`src/rtl/gpu_pkg.sv`:
```
// Shared GPU front-end definitions: thread-ID sizing and the dispatch FSM state encoding.
package gpu_pkg;
  localparam int ID_W        = 3;
  localparam int MAX_THREADS = 2**ID_W;

  typedef enum logic [1:0] {
    ST_IDLE     = 2'd0,
    ST_DISPATCH = 2'd1,
    ST_DONE     = 2'd2
  } dispatch_state_e;
endpackage

```
`src/rtl/thread_dispatch.sv`:
```
// Issues thread IDs 0..N-1 for one launch over a valid/ready port; first ID one cycle after start,
// then one ID per cycle while tid_ready=1, ID held stable while stalled; all outputs registered.
module thread_dispatch #(
  parameter int ID_W        = gpu_pkg::ID_W,
  parameter int MAX_THREADS = 2**ID_W
) (
  input  logic            clk,
  input  logic            rst,
  input  logic            start,
  input  logic [ID_W:0]   thread_count,
  output logic            busy,
  output logic            tid_valid,
  input  logic            tid_ready,
  output logic [ID_W-1:0] tid,
  output logic            tid_last,
  output logic            done
);
  import gpu_pkg::*;

  localparam logic [ID_W:0] MAX_CNT = (ID_W+1)'(MAX_THREADS);

  dispatch_state_e state_q;
  logic [ID_W:0]   cnt_q;
  logic [ID_W:0]   id_q;
  logic            tid_valid_q;
  logic            tid_last_q;
  logic            busy_q;
  logic            done_q;
  logic [ID_W:0]   clamped_d;

  assign clamped_d = (thread_count > MAX_CNT) ? MAX_CNT : thread_count;

  always_ff @(posedge clk or posedge rst) begin
    if (rst) begin
      state_q     <= ST_IDLE;
      cnt_q       <= '0;
      id_q        <= '0;
      tid_valid_q <= 1'b0;
      tid_last_q  <= 1'b0;
      busy_q      <= 1'b0;
      done_q      <= 1'b0;
    end else begin
      done_q <= 1'b0;
      case (state_q)
        ST_IDLE: begin
          if (start) begin
            if (thread_count == '0) begin
              state_q <= ST_DONE;
              done_q  <= 1'b1;
            end else begin
              state_q     <= ST_DISPATCH;
              cnt_q       <= clamped_d;
              id_q        <= '0;
              tid_valid_q <= 1'b1;
              tid_last_q  <= (clamped_d == (ID_W+1)'(1));
              busy_q      <= 1'b1;
            end
          end
        end
        ST_DISPATCH: begin
          if (tid_ready) begin
            if (tid_last_q) begin
              state_q     <= ST_DONE;
              tid_valid_q <= 1'b0;
              tid_last_q  <= 1'b0;
              busy_q      <= 1'b0;
              done_q      <= 1'b1;
            end else begin
              // Look one ID ahead so tid_last is already registered when that ID is presented.
              id_q       <= id_q + (ID_W+1)'(1);
              tid_last_q <= ((id_q + (ID_W+1)'(2)) == cnt_q);
            end
          end
        end
        ST_DONE: begin
          state_q <= ST_IDLE;
        end
        default: begin
          state_q <= ST_IDLE;
        end
      endcase
    end
  end

  assign busy      = busy_q;
  assign tid_valid = tid_valid_q;
  assign tid       = id_q[ID_W-1:0];
  assign tid_last  = tid_last_q;
  assign done      = done_q;
endmodule
```
`config.mk`:
```
export PLATFORM = sky130hd
export DESIGN_NAME = thread_dispatch
export DESIGN_NICKNAME = d
export VERILOG_FILES = /design/src/rtl/gpu_pkg.sv /design/src/rtl/thread_dispatch.sv
export SDC_FILE = /design/constraint.sdc
export NUM_CORES = 1
export LEC_CHECK = 0
export CORE_MARGIN = 2
export CORE_UTILIZATION = 53
export DETAILED_ROUTE_END_ITERATION = 8
export GPL_TIMING_DRIVEN = 0
export HOLD_SLACK_MARGIN = 0.06
export PLACE_DENSITY = 0.88
export SYNTH_ARGS = -nofsm -noshare
export SYNTH_HDL_FRONTEND = slang
export SYNTH_SLANG_ARGS = --single-unit
export TNS_END_PERCENT = 50
```
`constraint.sdc`:
```
create_clock -name clk -period 2.52 [get_ports clk]
set_input_delay 0.252 -clock clk [delete_from_list [all_inputs] [get_ports clk]]
set_output_delay 0.252 -clock clk [all_outputs]
set_load 0.005 [all_outputs]
```
==> results.ini, run 1 <==
[floorplanning]
ios=15
chipHeight_um=42.6
dieWidth_um=42.6
core.rowCount=13
dieArea_sq_um=1820
floorplan.initialDensity=0.586
fp.coreArea_sq_um=1350

[global_routing]
global_route.overflow_total=0
globalRouteTotalUtil=0.206
first_global_vias=611
grt_pass1_wl_um=2650
grt_antenna_before_repair=0
grt_start_max_net_pins=14

[synth]
synth_cells=74
synthesis.nets=84
avgSynthCellArea_sq_um=10.7
ys_seq_elements=13
postSynth.topFlopCell=sky130_fd_sc_hd__dfrtp_1
synth.lib_cells_used.distinct=31
async_flop_share=1.00
number_of_synthesized_flops_with_an_enable_pin=0
seq_area_frac_synth=0.411
syn_area_sq_um=791
synthesis.yosys.warnings=0

[sta]
timing.final.max_slew_violations=0
share_of_the_cycle_needed_by_the_critical_path_after_routing=0.680
fin_setup_tns_ps=0
tightest_slew_ps=636
fin_crit_ps=1710
report.final.setup_viol=0
timing.slew.headroom=0.572
grt_setup_unrepaired=false
clock-skew-final_ps=2.99
hold_violations=0
maxClockFrequency_mhz=584

[drt]
wire_per_inst_um=13.8
drt-initial-drc-count=13
detailed_route_vias_per_instance=5.76
wirelength_um=1480
ant_nets=0
detail_route.first_pass.iterations=4
drcViolationCount=0
dr_total_vias=616

[critical_path]
cp.required_ps=2690
path_max_fanout=6
worst-setup-path-type=in2reg
depth_of_the_worst_register_to_register_path=5
end_kind=flip-flop
r2r_setup_slack_ps=970
critical_path.startpoint_type=input pin
worst_r2r_endpoint=tid_last
arrival_ps=1890
critical_path.reg2reg.startpoint=id_q[1]

[cts]
cts_max_path_buffers=2
cts_inserted_buffers=3
hold_fix_buffer_count_after_cts=0
cts.clk_slew.worst_paths_ps=80
insertion_delay_ps=280
setup_fix_buffers_added_after_clock_tree_synthesis=0
cts-root-buf=sky130_fd_sc_hd__clkbuf_4
clock_tree.htree_level_count=1
tritoncts=built
clock_sinks=13
cts_resized=0

[outcome]
result_of_the_run=complete, no violations

[finish]
antenna_diode_count=0
final.fill_count=101
layout-drive-gt1-share=0.250
synthToLayoutAreaGrowth_pct=23.4
finalNetCount=103
final_core_density=0.723

[job]
maxCapViolCount=0

[power_and_ir_drop]
leakagePower_uw=0.000445
max_vdd_drop_mv=0.558
power_density_relative_to_cell_area_nw_per_um2=1200

[placed_design]
dpl.hpwl_um=1150
gp_routability_congestion=0.785
portBuffers=14

[worst_hold_path]
worstHoldPathType=in2async

Yosys cell counts (2+ instances only):
cell                      number  area share
sky130_fd_sc_hd__ha_1          2       0.032
sky130_fd_sc_hd__mux2i_1       2       0.025
sky130_fd_sc_hd__mux2_2        4       0.057
sky130_fd_sc_hd__a22o_2        3       0.038
sky130_fd_sc_hd__nand3_1       5       0.032
sky130_fd_sc_hd__and2b_1       2       0.019
sky130_fd_sc_hd__buf_4         4       0.038
sky130_fd_sc_hd__dfrtp_1      13        0.41
sky130_fd_sc_hd__nor2_1        5       0.024
sky130_fd_sc_hd__a21oi_1       2       0.013
sky130_fd_sc_hd__mux2_4        2       0.038
sky130_fd_sc_hd__o21ai_0       3       0.019
sky130_fd_sc_hd__nand2_1       4       0.019
sky130_fd_sc_hd__inv_1         2      0.0095
sky130_fd_sc_hd__xnor2_1       4       0.044
sky130_fd_sc_hd__nor4_1        2       0.016
critical path, stage by stage:
cell and delay, ps:
sky130_fd_sc_hd__clkdlybuf4s50_1 480, sky130_fd_sc_hd__or4_4 570, sky130_fd_sc_hd__o211ai_4 260, sky130_fd_sc_hd__mux2_4 320
cell type report:
cell class / count / area [sq um] / area share
well taps: 15 / 18.8 / 0.0192
multi-input cells: 54 / 423 / 0.433
plain buffers: 5 / 35.0 / 0.0359
repair buffers: 14 / 140 / 0.144
clock buffers: 4 / 26.3 / 0.0269
flip-flops and latches: 13 / 325 / 0.333
inverters: 2 / 7.51 / 0.00769
metal layers:
layer  share of wire  routed length (um)  vias to the layer above  track usage
li1                -                   -                      298            -
met1            0.45                 666                      296        0.224
met2            0.48                 706                       15        0.327
met3           0.033                  49                        7       0.0603
met4           0.035                  52                        0        0.163
met5               0                   0                        -            0
cells in the final DEF, fill, tap and decap left out, types with 2 or more instances in the layout:
| cell | count |
|---|---|
| sky130_fd_sc_hd__clkbuf_4 | 3 |
| sky130_fd_sc_hd__mux2_2 | 4 |
| sky130_fd_sc_hd__a21oi_1 | 2 |
| sky130_fd_sc_hd__a22o_2 | 3 |
| sky130_fd_sc_hd__buf_4 | 4 |
| sky130_fd_sc_hd__nand3_1 | 5 |
| sky130_fd_sc_hd__inv_1 | 2 |
| sky130_fd_sc_hd__mux2i_1 | 2 |
| sky130_fd_sc_hd__clkdlybuf4s50_1 | 14 |
| sky130_fd_sc_hd__dfrtp_1 | 13 |
| sky130_fd_sc_hd__ha_1 | 2 |
| sky130_fd_sc_hd__and2b_1 | 2 |
| sky130_fd_sc_hd__nor2_1 | 5 |
| sky130_fd_sc_hd__mux2_4 | 2 |
| sky130_fd_sc_hd__nor4_1 | 2 |
| sky130_fd_sc_hd__nand2_1 | 4 |
| sky130_fd_sc_hd__o21ai_0 | 3 |
| sky130_fd_sc_hd__xnor2_1 | 4 |
through the flow:
step / instance area, sq um / setup WS (ps) / hold WS [ps] / power (uW) / std cells
after global placement: 950 / 527 / 514 / 1010 / 103
final: 976 / 807 / 288 / 1170 / 107
after CTS: 976 / 798 / 309 / 1170 / 107
after floorplan: 791 / 1080 / 129 / 850 / 74
after global routing: 976 / 725 / 363 / 1260 / 107
after detailed placement: 950 / 496 / 531 / 1040 / 103
kinds of logic after synthesis:
logic type      synth area share
buf+inv                   0.0538
mux                        0.120
xor+xnor                  0.0554
flops                      0.411
fa+ha+maj                 0.0316
simple gates               0.204
compound gates             0.123
how the worst max path moves through the flow:
stage / to / slack (ps) / cells past startpoint / startpoint
2_1_floorplan: tid_last / 1080 / 3 / thread_count[2]
3_3_place_gp: tid_last / 530 / 4 / thread_count[3]
3_5_place_dp: tid_last / 500 / 4 / thread_count[3]
4_1_cts: tid_last / 800 / 4 / thread_count[3]
5_1_grt: tid_last / 730 / 4 / thread_count[3]
6_report: tid_last / 810 / 4 / thread_count[3]
registers in the layout, summed over array words and instances, names as in the netlist:
signal	count
done	1
id_q	4
state_q	2
tid_last	1
cnt_q	4
busy	1
where the power goes:
group	switching (uW)	internal, uW
clock network	72.6	61.6
registers	112	306
logic	260	357
No activity file was read; power rests on OpenSTA's default activity.
==> run 2: changes to the inputs <==
- CORE_UTILIZATION: 53 -> 49
- PLACE_DENSITY: 0.88 -> 0.83
- clock period: 2.52 -> 1.6 ns (I/O delays scaled with it)
==> run 2 against run 1 <==
Compared with the run above: sequential share of layout area is 0.46 points lower; combinational power is 62% higher; final area is 2.2% higher; non-clock buffer count is 2 higher; via count is 3.4% lower; global-route usage is 2.0 points lower; register-to-register slack worse by 900 ps; critical path type unchanged; largest cell class unchanged; largest power group unchanged.
==> results.ini, run 2 (synthesis results as in run 1) <==
[sta]
clock-skew-final_ps=0.555  ; -2.44 ps
fin_crit_ps=1570
hold_ws_ps=197  ; -90.5 ps
hold_violations=0  ; unchanged
timing.slew.headroom=0.592  ; +0.0198
grt_setup_unrepaired=false
tightest_slew_ps=607  ; -29.4 ps
share_of_the_cycle_needed_by_the_critical_path_after_routing=0.979
report.final.setup_viol=0  ; unchanged
final_critical_path_setup_slack_ps=34.2  ; -773 ps
timing.final.max_slew_violations=0  ; unchanged
maxClockFrequency_mhz=639

[critical_path]
arrival_ps=1740  ; -150 ps
worst_r2r_endpoint=cnt_q[2]
path_max_fanout=4  ; -2
critical_path.startpoint_type=input pin
critical_path.max_stage_delay_ps=590  ; +20 ps
path_cells=clkdlybuf4s50_1 > or4_4 > o211ai_4 > mux2_4
critical_path.reg2reg.startpoint=state_q[0]
end_kind=flip-flop
cp.required_ps=1770  ; -920 ps
r2r_setup_slack_ps=70  ; -900 ps
worst-setup-path-type=in2reg
timing.critical_path.slowest_stage_cell=sky130_fd_sc_hd__or4_4
depth_of_the_worst_register_to_register_path=4  ; -1

[finish]
most_common_cell_after_layout_fill_and_taps_aside=sky130_fd_sc_hd__clkdlybuf4s50_1
fin_area_sq_um=997  ; +2.2%
antenna_diode_count=0  ; unchanged
layout-drive-gt1-share=0.287  ; +0.0372
most-common-layout-cells=sky130_fd_sc_hd__clkdlybuf4s50_1 (13), sky130_fd_sc_hd__dfrtp_1 (11), sky130_fd_sc_hd__buf_4 (6)
synthToLayoutAreaGrowth_pct=26.1
reg.largest.list=cnt_q (4), id_q (4), state_q (2)
finalNetCount=105  ; +1.9%

[cts]
clock_tree.htree_level_count=1  ; unchanged
cts.clk_slew.worst_paths_ps=80  ; about the same
hold_fix_buffer_count_after_cts=0  ; unchanged
cts_max_path_buffers=2  ; unchanged
insertion_delay_ps=280  ; about the same
tritoncts=built
cts_inserted_buffers=3  ; unchanged
cts-root-buf=sky130_fd_sc_hd__clkbuf_4
clock_sinks=13  ; unchanged

[global_routing]
grt_start_max_net_pins=14  ; unchanged
first_global_vias=544  ; -11%
grt_pass1_wl_um=2540  ; -4.2%
globalRouteTotalUtil=0.186  ; -0.0199
global_route.overflow_total=0  ; unchanged
grt_antenna_before_repair=0  ; unchanged

[floorplanning]
chipHeight_um=44.2  ; +3.6%
dieArea_sq_um=1950  ; +7.4%
fp.coreArea_sq_um=1510  ; +12%
ios=15  ; unchanged
core.rowCount=14  ; +1
dieWidth_um=44.2  ; +3.6%
floorplan.initialDensity=0.525  ; -0.0608

[power_and_ir_drop]
max_vdd_drop_mv=1.06  ; +90%
power_density_relative_to_cell_area_nw_per_um2=1870  ; +56%
leakagePower_uw=0.000461  ; +3.6%

[placed_design]
gp_routability_congestion=0.741  ; -5.6%
postPlaceCellArea_sq_um=951  ; +0.13%
dpl.hpwl_um=1120  ; -2.6%
placement.setup.worst_slack_ps=-315  ; -811 ps
portBuffers=14  ; unchanged

[drt]
detailed_route_vias_per_instance=5.41  ; -6.0%
ant_nets=0  ; unchanged
dr_total_vias=595  ; -3.4%
detail_route.first_pass.iterations=4  ; unchanged
drt-initial-drc-count=8  ; -5
drcViolationCount=0  ; unchanged
wirelength_um=1460  ; -1.4%
wire_per_inst_um=13.2  ; -4.0%

[worst_hold_path]
worstHoldPathType=in2async

[job]
maxCapViolCount=0  ; unchanged

[outcome]
result_of_the_run=complete, no violations

-- run 2: stage by stage --
stage / setup TNS [ps] / cells / util / power, uW
floorplan: 0 / 74 / - / 1340
global placement: -1460 / 104 / 0.631 / 1600
detailed placement: -1660 / 104 / 0.631 / 1630
CTS: 0 / 109 / 0.654 / 1850
global route: 0 / 110 / 0.662 / 2020
finish: 0 / 110 / 0.662 / 1870
-- run 2: layout make-up --
type,instances,area [sq um]
Tap cell,16,20.0
Sequential cell,13,328
Fill cell,132,509
Inverter,2,7.51
Buffer,5,35.0
Multi-Input combinational cell,54,423
Clock buffer,4,26.3
Timing Repair Buffer,16,158
-- run 2: worst max-delay path, delay by kind of cell --
family | cells | cell delay, ps
AOI/OAI and AO/OA | 1 | 220
buffers and inverters | 1 | 450
muxes | 1 | 310
and+or+nand+nor | 1 | 590
-- run 2: where the power goes --
group          leakage, uW  switching, uW  internal (uW)
Combinational     0.000287            410            591
Sequential        0.000159            171            486
Clock            0.0000150            110           96.8
Total             0.000461            691           1170
-- run 2: worst max path at each step --
stage	startpoint	to	slack, ps
6_report	thread_count[2]	tid_last	30
5_1_grt	state_q[0]	cnt_q[0]	4
4_1_cts	thread_count[3]	tid_last	10
3_5_place_dp	thread_count[3]	tid_last	-310
3_3_place_gp	thread_count[3]	tid_last	-290
2_1_floorplan	state_q[0]	cnt_q[3]	170
-- run 2: repair_timing --
item | CTS | global route
endpoints found under the setup margin | 1 | 7
pin swaps | 1 | 1
setup buffers | 1 | 1
gates resized for setup | 0 | 3
-- run 2: per-layer routing --
layer / global-route usage / part of all wire / wire [um] / vias up
met4: 0.0364 / 0.0041 / 6 / 0
met2: 0.291 / 0.48 / 692 / 14
li1: - / - / - / 303
met5: 0 / 0 / 0 / -
met1: 0.245 / 0.47 / 680 / 276
met3: 0.0735 / 0.052 / 76 / 2
